**src/rtl/stream_prefetcher_pkg.sv**
```systemverilog
// Shared types and helpers for the multi-stream sequential prefetcher.
// Optional build macro PREF_PERF_CNT_EN is consumed by stream_table and stream_prefetcher.
package stream_pref_pkg;

  typedef enum logic [1:0] {
    IDLE  = 2'd0,
    ISSUE = 2'd1,
    FILL  = 2'd2
  } pref_state_e;

  localparam logic DIR_ASC  = 1'b0;
  localparam logic DIR_DESC = 1'b1;

  // Line numbers are kept 32 bits wide; the upper OFFSET bits are always zero.
  typedef struct packed {
    logic        valid;
    logic        dir;
    logic [7:0]  cnt;
    logic [31:0] last;
    logic [31:0] next;
  } stream_entry_t;

  function automatic logic step_blocked(input logic [31:0] line, input logic dir,
                                        input logic [31:0] max_line);
    return (dir == DIR_ASC) ? (line == max_line) : (line == 32'd0);
  endfunction

  function automatic logic [31:0] step_line(input logic [31:0] line, input logic dir);
    return (dir == DIR_ASC) ? (line + 32'd1) : (line - 32'd1);
  endfunction

endpackage

```
**src/rtl/stream_prefetcher_if.sv**
```systemverilog
// Prefetch memory request/response and cache fill bus of the stream prefetcher.
interface stream_prefetcher_if #(parameter int unsigned LINE_W = 256);
  logic              pref_pmem_read_cla;
  logic              pref_pmem_write_cla;
  logic [31:0]       pref_pmem_address_cla;
  logic [LINE_W-1:0] pref_pmem_wdata_cla;
  logic              pref_pmem_resp_cla;
  logic [LINE_W-1:0] pref_pmem_rdata_cla;
  logic              pref_fill_valid;
  logic [31:0]       pref_fill_addr;
  logic [LINE_W-1:0] pref_fill_data;

  modport master (
    output pref_pmem_read_cla, pref_pmem_write_cla, pref_pmem_address_cla, pref_pmem_wdata_cla,
    output pref_fill_valid, pref_fill_addr, pref_fill_data,
    input  pref_pmem_resp_cla, pref_pmem_rdata_cla
  );

  modport slave (
    input  pref_pmem_read_cla, pref_pmem_write_cla, pref_pmem_address_cla, pref_pmem_wdata_cla,
    input  pref_fill_valid, pref_fill_addr, pref_fill_data,
    output pref_pmem_resp_cla, pref_pmem_rdata_cla
  );
endinterface

```
**src/rtl/stream_prefetcher_table.sv**
```systemverilog
// Stream table: direction training, round-robin allocation/issue selection, stale tracking.
// PREF_PERF_CNT_EN exposes the stale flag for the performance counters.
module stream_table
  import stream_pref_pkg::*;
#(
  parameter int unsigned NUM_STREAMS = 4,
  parameter int unsigned LIMIT       = 8,
  parameter int unsigned OFFSET      = 5,
  localparam int unsigned IDX_W      = $clog2(NUM_STREAMS)
) (
  input  logic             clk,
  input  logic             rst_n,
  input  logic             train_en,
  input  logic [31:0]      train_line,
  input  logic             start,
  input  logic             issuing,
  input  logic             fill_en,
  input  logic [IDX_W-1:0] infl_idx,
  input  logic             infl_dir,
  output logic             sel_valid,
  output logic [IDX_W-1:0] sel_idx,
  output logic [31:0]      sel_next,
  output logic             sel_dir
`ifdef PREF_PERF_CNT_EN
  ,
  output logic             stale
`endif
);

  localparam logic [31:0]      MAX_LINE  = 32'hFFFF_FFFF >> OFFSET;
  localparam logic [7:0]       CNT_LIMIT = 8'(LIMIT);
  localparam logic [IDX_W-1:0] IDX_ONE   = IDX_W'(1);

  stream_entry_t    tbl_q [NUM_STREAMS];
  logic [IDX_W-1:0] alloc_ptr_q;
  logic [IDX_W-1:0] issue_ptr_q;
  logic             stale_q;

  logic             hit_inc, hit_dec, hit_rep;
  logic [IDX_W-1:0] idx_inc, idx_dec;
  logic             train_wr, alloc_adv, train_blocked;
  logic [IDX_W-1:0] train_idx;
  logic             new_dir;
  stream_entry_t    new_ent;
  logic             fill_blocked;
  logic [31:0]      fill_next;
  logic [7:0]       fill_cnt;
  logic [IDX_W-1:0] cand;

  // Lowest index wins within each match class; the last != MAX/0 guards keep +-1 from wrapping.
  always_comb begin
    hit_inc = 1'b0;
    hit_dec = 1'b0;
    hit_rep = 1'b0;
    idx_inc = '0;
    idx_dec = '0;
    for (int unsigned i = 0; i < NUM_STREAMS; i++) begin
      if (!hit_inc && tbl_q[i].valid && (tbl_q[i].last != MAX_LINE) &&
          (train_line == tbl_q[i].last + 32'd1)) begin
        hit_inc = 1'b1;
        idx_inc = IDX_W'(i);
      end
      if (!hit_dec && tbl_q[i].valid && (tbl_q[i].last != 32'd0) &&
          (train_line == tbl_q[i].last - 32'd1)) begin
        hit_dec = 1'b1;
        idx_dec = IDX_W'(i);
      end
      if (tbl_q[i].valid && (train_line == tbl_q[i].last))
        hit_rep = 1'b1;
    end
  end

  always_comb begin
    train_wr  = 1'b0;
    alloc_adv = 1'b0;
    train_idx = '0;
    new_dir   = DIR_ASC;
    if (train_en) begin
      if (hit_inc) begin
        train_wr  = 1'b1;
        train_idx = idx_inc;
      end else if (hit_dec) begin
        train_wr  = 1'b1;
        train_idx = idx_dec;
        new_dir   = DIR_DESC;
      end else if (!hit_rep) begin
        train_wr  = 1'b1;
        train_idx = alloc_ptr_q;
        alloc_adv = 1'b1;
      end
    end
    train_blocked = step_blocked(train_line, new_dir, MAX_LINE);
    new_ent.valid = 1'b1;
    new_ent.dir   = new_dir;
    new_ent.last  = train_line;
    new_ent.next  = train_blocked ? train_line : step_line(train_line, new_dir);
    new_ent.cnt   = train_blocked ? CNT_LIMIT : 8'd0;
  end

  always_comb begin
    fill_blocked = step_blocked(tbl_q[infl_idx].next, infl_dir, MAX_LINE);
    fill_next    = fill_blocked ? tbl_q[infl_idx].next : step_line(tbl_q[infl_idx].next, infl_dir);
    fill_cnt     = fill_blocked ? CNT_LIMIT : (tbl_q[infl_idx].cnt + 8'd1);
  end

  always_comb begin
    sel_valid = 1'b0;
    sel_idx   = '0;
    cand      = '0;
    for (int unsigned k = 0; k < NUM_STREAMS; k++) begin
      cand = issue_ptr_q + IDX_W'(k);
      if (!sel_valid && tbl_q[cand].valid && (tbl_q[cand].cnt < CNT_LIMIT)) begin
        sel_valid = 1'b1;
        sel_idx   = cand;
      end
    end
    sel_next = tbl_q[sel_idx].next;
    sel_dir  = tbl_q[sel_idx].dir;
  end

  // Training has priority over the fill update when both target the same entry.
  always_ff @(posedge clk or negedge rst_n) begin
    if (!rst_n) begin
      for (int unsigned i = 0; i < NUM_STREAMS; i++)
        tbl_q[i] <= '0;
      alloc_ptr_q <= '0;
      issue_ptr_q <= '0;
      stale_q     <= 1'b0;
    end else begin
      for (int unsigned i = 0; i < NUM_STREAMS; i++) begin
        if (train_wr && (train_idx == IDX_W'(i))) begin
          tbl_q[i] <= new_ent;
        end else if (fill_en && !stale_q && (infl_idx == IDX_W'(i))) begin
          tbl_q[i].next <= fill_next;
          tbl_q[i].cnt  <= fill_cnt;
        end
      end
      if (alloc_adv)
        alloc_ptr_q <= alloc_ptr_q + IDX_ONE;
      if (fill_en)
        issue_ptr_q <= infl_idx + IDX_ONE;
      if (start)
        stale_q <= 1'b0;
      else if (issuing && train_wr && (train_idx == infl_idx))
        stale_q <= 1'b1;
    end
  end

`ifdef PREF_PERF_CNT_EN
  assign stale = stale_q;
`endif

endmodule

```
**src/rtl/stream_prefetcher.sv**
```systemverilog
// Multi-stream sequential prefetcher: issue FSM, memory request and cache fill interface.
// Define PREF_PERF_CNT_EN to add the pref_issued_cnt / pref_stale_cnt counters.
module stream_prefetcher
  import stream_pref_pkg::*;
#(
  parameter int unsigned NUM_STREAMS = 4,
  parameter int unsigned LIMIT       = 8,
  parameter int unsigned LINE_BYTES  = 32,
  parameter int unsigned LINE_W      = 256
) (
  input  logic                clk,
  input  logic                rst_n,
  input  logic                lsq_pmem_read_cla,
  input  logic                lsq_pmem_write_cla,
  input  logic                i_pmem_read_cla,
  input  logic                i_pmem_write_cla,
  input  logic [31:0]         lsq_pmem_address_cla,
  input  logic                arbiter_idle,
  stream_prefetcher_if.master mem
`ifdef PREF_PERF_CNT_EN
  ,
  output logic [31:0]         pref_issued_cnt,
  output logic [31:0]         pref_stale_cnt
`endif
);

  localparam int unsigned OFFSET = $clog2(LINE_BYTES);
  localparam int unsigned IDX_W  = $clog2(NUM_STREAMS);

  pref_state_e       state_q, state_d;
  logic              demand, any_req, start;
  logic [31:0]       train_line;
  logic              sel_valid, sel_dir;
  logic [IDX_W-1:0]  sel_idx;
  logic [31:0]       sel_next;
  logic [IDX_W-1:0]  idx_q;
  logic [31:0]       addr_q;
  logic              dir_q;
  logic [LINE_W-1:0] data_q;
`ifdef PREF_PERF_CNT_EN
  logic              stale;
`endif

  assign demand     = lsq_pmem_read_cla | lsq_pmem_write_cla;
  assign any_req    = demand | i_pmem_read_cla | i_pmem_write_cla;
  assign train_line = lsq_pmem_address_cla >> OFFSET;

  stream_table #(
    .NUM_STREAMS (NUM_STREAMS),
    .LIMIT       (LIMIT),
    .OFFSET      (OFFSET)
  ) u_table (
    .clk        (clk),
    .rst_n      (rst_n),
    .train_en   (demand),
    .train_line (train_line),
    .start      (start),
    .issuing    (state_q == ISSUE),
    .fill_en    (state_q == FILL),
    .infl_idx   (idx_q),
    .infl_dir   (dir_q),
    .sel_valid  (sel_valid),
    .sel_idx    (sel_idx),
    .sel_next   (sel_next),
    .sel_dir    (sel_dir)
`ifdef PREF_PERF_CNT_EN
    ,
    .stale      (stale)
`endif
  );

  always_comb begin
    state_d = state_q;
    start   = 1'b0;
    unique case (state_q)
      IDLE: begin
        if (arbiter_idle && !any_req && sel_valid) begin
          state_d = ISSUE;
          start   = 1'b1;
        end
      end
      ISSUE:   if (mem.pref_pmem_resp_cla) state_d = FILL;
      FILL:    state_d = IDLE;
      default: state_d = IDLE;
    endcase
  end

  always_ff @(posedge clk or negedge rst_n) begin
    if (!rst_n) begin
      state_q <= IDLE;
      idx_q   <= '0;
      addr_q  <= '0;
      dir_q   <= DIR_ASC;
      data_q  <= '0;
    end else begin
      state_q <= state_d;
      if (start) begin
        idx_q  <= sel_idx;
        addr_q <= sel_next << OFFSET;
        dir_q  <= sel_dir;
      end
      if ((state_q == ISSUE) && mem.pref_pmem_resp_cla)
        data_q <= mem.pref_pmem_rdata_cla;
    end
  end

  // Outputs decode straight from state so an asynchronous reset drops the read at once.
  assign mem.pref_pmem_read_cla    = (state_q == ISSUE);
  assign mem.pref_pmem_write_cla   = 1'b0;
  assign mem.pref_pmem_address_cla = (state_q == ISSUE) ? addr_q : '0;
  assign mem.pref_pmem_wdata_cla   = '0;
  assign mem.pref_fill_valid       = (state_q == FILL);
  assign mem.pref_fill_addr        = (state_q == FILL) ? addr_q : '0;
  assign mem.pref_fill_data        = (state_q == FILL) ? data_q : '0;

`ifdef PREF_PERF_CNT_EN
  always_ff @(posedge clk or negedge rst_n) begin
    if (!rst_n) begin
      pref_issued_cnt <= '0;
      pref_stale_cnt  <= '0;
    end else begin
      if (start && (pref_issued_cnt != '1))
        pref_issued_cnt <= pref_issued_cnt + 32'd1;
      if ((state_q == FILL) && stale && (pref_stale_cnt != '1))
        pref_stale_cnt <= pref_stale_cnt + 32'd1;
    end
  end
`endif

endmodule

```
**src/flat_wrapper.sv**
```systemverilog
// flat-port wrapper written by rule: the top's interface ports become plain ports
module stream_prefetcher_flat import stream_pref_pkg::*;
#(
  parameter int unsigned NUM_STREAMS = 4,
  parameter int unsigned LIMIT       = 8,
  parameter int unsigned LINE_BYTES  = 32,
  parameter int unsigned LINE_W      = 256
)
  (clk, rst_n, lsq_pmem_read_cla, lsq_pmem_write_cla, i_pmem_read_cla, i_pmem_write_cla, lsq_pmem_address_cla, arbiter_idle, mem_pref_pmem_read_cla, mem_pref_pmem_write_cla, mem_pref_pmem_address_cla, mem_pref_pmem_wdata_cla, mem_pref_fill_valid, mem_pref_fill_addr, mem_pref_fill_data, mem_pref_pmem_resp_cla, mem_pref_pmem_rdata_cla);
  stream_prefetcher_if #(.LINE_W(LINE_W)) mem_i ();
  input  logic clk;
  input  logic rst_n;
  input  logic lsq_pmem_read_cla;
  input  logic lsq_pmem_write_cla;
  input  logic i_pmem_read_cla;
  input  logic i_pmem_write_cla;
  input  logic [31:0] lsq_pmem_address_cla;
  input  logic arbiter_idle;
  output wire logic [$bits(mem_i.pref_pmem_read_cla)-1:0] mem_pref_pmem_read_cla;
  output wire logic [$bits(mem_i.pref_pmem_write_cla)-1:0] mem_pref_pmem_write_cla;
  output wire logic [$bits(mem_i.pref_pmem_address_cla)-1:0] mem_pref_pmem_address_cla;
  output wire logic [$bits(mem_i.pref_pmem_wdata_cla)-1:0] mem_pref_pmem_wdata_cla;
  output wire logic [$bits(mem_i.pref_fill_valid)-1:0] mem_pref_fill_valid;
  output wire logic [$bits(mem_i.pref_fill_addr)-1:0] mem_pref_fill_addr;
  output wire logic [$bits(mem_i.pref_fill_data)-1:0] mem_pref_fill_data;
  input wire logic [$bits(mem_i.pref_pmem_resp_cla)-1:0] mem_pref_pmem_resp_cla;
  input wire logic [$bits(mem_i.pref_pmem_rdata_cla)-1:0] mem_pref_pmem_rdata_cla;
  assign mem_pref_pmem_read_cla = mem_i.pref_pmem_read_cla;
  assign mem_pref_pmem_write_cla = mem_i.pref_pmem_write_cla;
  assign mem_pref_pmem_address_cla = mem_i.pref_pmem_address_cla;
  assign mem_pref_pmem_wdata_cla = mem_i.pref_pmem_wdata_cla;
  assign mem_pref_fill_valid = mem_i.pref_fill_valid;
  assign mem_pref_fill_addr = mem_i.pref_fill_addr;
  assign mem_pref_fill_data = mem_i.pref_fill_data;
  assign mem_i.pref_pmem_resp_cla = mem_pref_pmem_resp_cla;
  assign mem_i.pref_pmem_rdata_cla = mem_pref_pmem_rdata_cla;
  stream_prefetcher #(.NUM_STREAMS(NUM_STREAMS), .LIMIT(LIMIT), .LINE_BYTES(LINE_BYTES), .LINE_W(LINE_W)) u_core (.clk(clk), .rst_n(rst_n), .lsq_pmem_read_cla(lsq_pmem_read_cla), .lsq_pmem_write_cla(lsq_pmem_write_cla), .i_pmem_read_cla(i_pmem_read_cla), .i_pmem_write_cla(i_pmem_write_cla), .lsq_pmem_address_cla(lsq_pmem_address_cla), .arbiter_idle(arbiter_idle), .mem(mem_i));
endmodule
```
**config.mk**
```make
export PLATFORM = sky130hd
export DESIGN_NAME = stream_prefetcher_flat
export DESIGN_NICKNAME = d
export VERILOG_FILES = /design/src/rtl/stream_prefetcher_pkg.sv /design/src/rtl/stream_prefetcher_if.sv /design/src/rtl/stream_prefetcher_table.sv /design/src/rtl/stream_prefetcher.sv /design/src/flat_wrapper.sv
export SDC_FILE = /design/constraint.sdc
export NUM_CORES = 2
export LEC_CHECK = 0
export CAP_MARGIN = 25
export CORE_AREA = 2 2 336 338
export DETAILED_ROUTE_END_ITERATION = 10
export DIE_AREA = 0 0 338 340
export PLACE_DENSITY = 0.62
export SLEW_MARGIN = 20
export SYNTH_ARGS = -nofsm -noshare
export SYNTH_HDL_FRONTEND = slang
export SYNTH_SLANG_ARGS = --single-unit
```
**constraint.sdc**
```tcl
create_clock -name clk -period 6.05 [get_ports clk]
set_input_delay 1.21 -clock clk [delete_from_list [all_inputs] [get_ports clk]]
set_output_delay 1.21 -clock clk [all_outputs]
set_load 0.02 [all_outputs]
```
==> flow_metrics.tcl <==
set metrics [dict create \
    hold_slack_ns 0.485 \
    crit_family "simple AND/OR/NAND/NOR gates" \
    ant_nets 0 \
    holdPathStages 2 \
    finalWorstSetupSlack_ns 0.424 \
    yosys-top-cells-area "dfrtp_1 (35%), mux2_2 (11%), and2_1 (5.5%)" \
    cts_tree "built" \
    slew_violations 0 \
    crit_required_ns 6.57 \
    ff2ff_setup_slack_ns 0.86 \
    power_mw 22.3 \
    finalCriticalPeriod_ns 5.63 \
    cap_violations 0 \
    cp_cell_sequence "clkdlybuf4s50_1, xnor2_1, a41oi_1, or4_1, a2111o_1, nor4_1, o2111ai_1, a2111oi_0, buf_4, or3_1, o31ai_1, nor3_4, buf_12, mux2_2" \
    yosysWarnings 0 \
    syn_area_sq_mm 0.0403 \
    drive_gt1_share_pct 17.4 \
    gp_congestion 0.942 \
    wl_um 155000 \
    power.density_mw_per_mm2 438 \
    holdCritStartpoint "u_core.u_table.tbl_q[72]" \
    r2r_cells 15 \
    grt_max_degree 148 \
    layout.nets 5321 \
    die_w_um 338 \
    finalCritPeriodShare_pct 93.0 \
    slew_headroom_pct 32.6 \
    core-area_sq_mm 0.112 \
    clock_sinks 569 \
    slowest_delay_ns 0.76 \
    min_to "u_core.u_table.tbl_q[72]" \
    fin_area_sq_mm 0.0510 \
    synth_most_common_cell "dfrtp_1" \
    place_ws_ns -0.0900 \
    seqCellArea_sq_mm 0.0142 \
    cts_resized 0 \
    hold_path.class "register to register" \
    r2r-start "u_core.u_table.tbl_q[112]" \
    hold_buffers 0 \
    syn_area_per_cell_sq_um 9.23 \
    io_buffer_count 602 \
    dieArea_sq_mm 0.115 \
    vias_per_cell 5.53 \
    yosys_register_bits 569 \
    reg2reg_to "u_core.u_table.tbl_q[276]" \
    fillers 10700 \
    htree_levels 3 \
    startpoint_type "input port" \
    status "complete, no violations" \
    rows 123 \
    fin_skew_ns 0.0442 \
    yosys.area.top_type_share_pct 35.3 \
    post_cts_buffers 0 \
    postPlaceCellArea_sq_mm 0.0483 \
    cts_buffer_depth 3 \
    yosys.area.top_type "dfrtp_1" \
    multiInputGateArea_sq_mm 0.0236 \
    ys_types 100 \
    grt_pass1_vias 34200 \
    layout.cells.non_filler 6537 \
    synth_top_flop_cell "dfrtp_1" \
    clock_latency_ns 0.67 \
    hpwl_um 118000 \
    worst_slew_pin_slew_ns 1.01 \
    fmax_ghz 0.178 \
    grt_overflow 0 \
    track_usage_pct 26.4 \
    critPathMaxFanout 34 \
    initial_core_util_pct 36.1 \
    cts-root-buf "clkbuf_16" \
    setup_violations 0 \
    drtIter0Drc 3386 \
    end_kind "register" \
    p_leak_nw 20.9 \
    antenna_found_initial 34 \
    firstDrtPassIters 6 \
    synth_edf_count 0 \
    clk_pin_slew_ns 0.06 \
    drc 0 \
    synth-async-reset-ratio_pct 100 \
    rsz0062_at_grt "no" \
    cp_num_buf_inv 3 \
    cp.arrival_ns 6.15 \
    worstSetupPathType "input port to register" \
    crit_slowest_cell "clkdlybuf4s50_1" \
    areaGrowthSynthToFinish_pct 26.4 \
    numCtsBuffers 74 \
    seq_area_frac_synth_pct 35.3 \
    dp.cells 6396 \
    via_count 36200 \
    boundaryPins 875 \
    hold_viol_final 0 \
    grt_first_pass_wirelength_um 229000 \
    syn-instance-count 4369 \
    synthTopCellsByCount "dfrtp_1 (569), mux2_2 (384), and2_1 (357)" \
    max-vdd-ir-drop_mv 0.243 \
    wl_per_cell_um 23.7 \
    die_h_um 340 \
]
## logic make-up (layout without fill, tap and decap cells)
kind of cell               count (synthesis)  after routing  share of synthesized area (%)
AOI/OAI and AO/OA                        771            771                           13.1
xor gates and xnor gates                 260            260                           5.68
adders and majority gates                 51             51                           1.60
buffers and inverters                    670           1068                           8.87
DFF                                      569            569                           35.3
muxes                                    473            473                           14.2
other                                      1            271                        0.00930
and+or+nand+nor                         1574           1574                           21.3
## sequential cells by signal, indices dropped and copies added, names as in the netlist
register and cells:
u_core.addr_q 27, u_core.state_q 2, u_core.dir_q 1, u_core.u_table.tbl_q 276
u_core.u_table.issue_ptr_q 2, u_core.u_table.stale_q 1, u_core.u_table.alloc_ptr_q 2, u_core.data_q 256
u_core.idx_q 2
## metal layers
| metal | global-route usage, % | wire length, um |
|---|---|---|
| met1 | 35.4 | 65100 |
| met2 | 41.4 | 70400 |
| met3 | 6.54 | 13800 |
| met4 | 9.19 | 5540 |
| met5 | 0 | 294 |
## cell type report
class                           count  area share (%)
Antenna cell                        4          0.0196
Clock buffer                      105            4.12
Clock inverter                     30           0.979
Inverter                           70           0.525
Multi-Input combinational cell   3396            46.3
Sequential cell                   569            27.9
Tap cell                         1500            3.68
Timing Repair Buffer              863            16.5
## worst max-delay path by stage
| stage | from | end | slack (ns) | depth (start not counted) |
|---|---|---|---|---|
| after floorplan | lsq_pmem_address_cla[8] | u_core.u_table.tbl_q[131] | 1.01 | 15 |
| after CTS | lsq_pmem_address_cla[9] | u_core.u_table.tbl_q[276] | 0.54 | 14 |
| after global routing | lsq_pmem_address_cla[9] | u_core.u_table.tbl_q[276] | 0.33 | 16 |
| final | lsq_pmem_address_cla[9] | u_core.u_table.tbl_q[276] | 0.42 | 14 |
| after detailed placement | lsq_pmem_address_cla[9] | u_core.u_table.tbl_q[276] | -0.09 | 14 |
| after global placement | lsq_pmem_address_cla[9] | u_core.u_table.tbl_q[269] | 0.04 | 14 |
## where the power goes
part           switching [mW]  internal, mW
Combinational            5.87          4.74
Clock                    1.94          2.76
Sequential               1.78          5.26
Total                    9.58          12.8
## per-stage QoR
step / util, % / TNS, ns
3_3_place_gp: 43.3 / 0
6_report: 45.7 / 0
4_1_cts: 45.7 / 0
3_5_place_dp: 43.3 / -1.63
2_1_floorplan: - / 0
5_1_grt: 45.7 / 0
## worst register-to-register path, cell delays in order, from the launching register on
cell,delay [ns]
dfrtp_1,0.51
nor4_2,0.50
nand4_1,0.17
buf_4,0.22
o41a_1,0.41
o31a_1,0.26
a2111oi_0,0.42
nor4bb_1,0.45
buf_4,0.19
a31oi_1,0.04
a211oi_1,0.35
o22ai_2,0.17
buf_12,0.17
nor3_4,0.54
buf_12,0.29
mux2_2,0.37
## cell usage in the layout (no fill, tap or decap), types with 27 or more instances in the layout
cell type and n:
nand2b_1 29, nor3_1 100, mux2i_1 48, mux4_2 40, o211ai_1 52, nand2_1 352
xor2_1 88, a31oi_1 70, nor4_1 80, xnor2_1 171, inv_1 69, dfrtp_1 567
nand4_1 87, a21o_1 49, clkdlybuf4s50_1 601, or4_1 31, o21ai_0 167, conb_1 267
clkbuf_16 74, and2_1 356, a21oi_1 105, or3_1 29, nand3_1 100, a211oi_1 70
buf_4 228, o31ai_1 30, nor2b_1 27, mux2_2 384, ha_1 50, a211o_1 33
and3_1 44, buf_12 30, nor2_1 200
No activity file was read; power rests on OpenSTA's default activity.
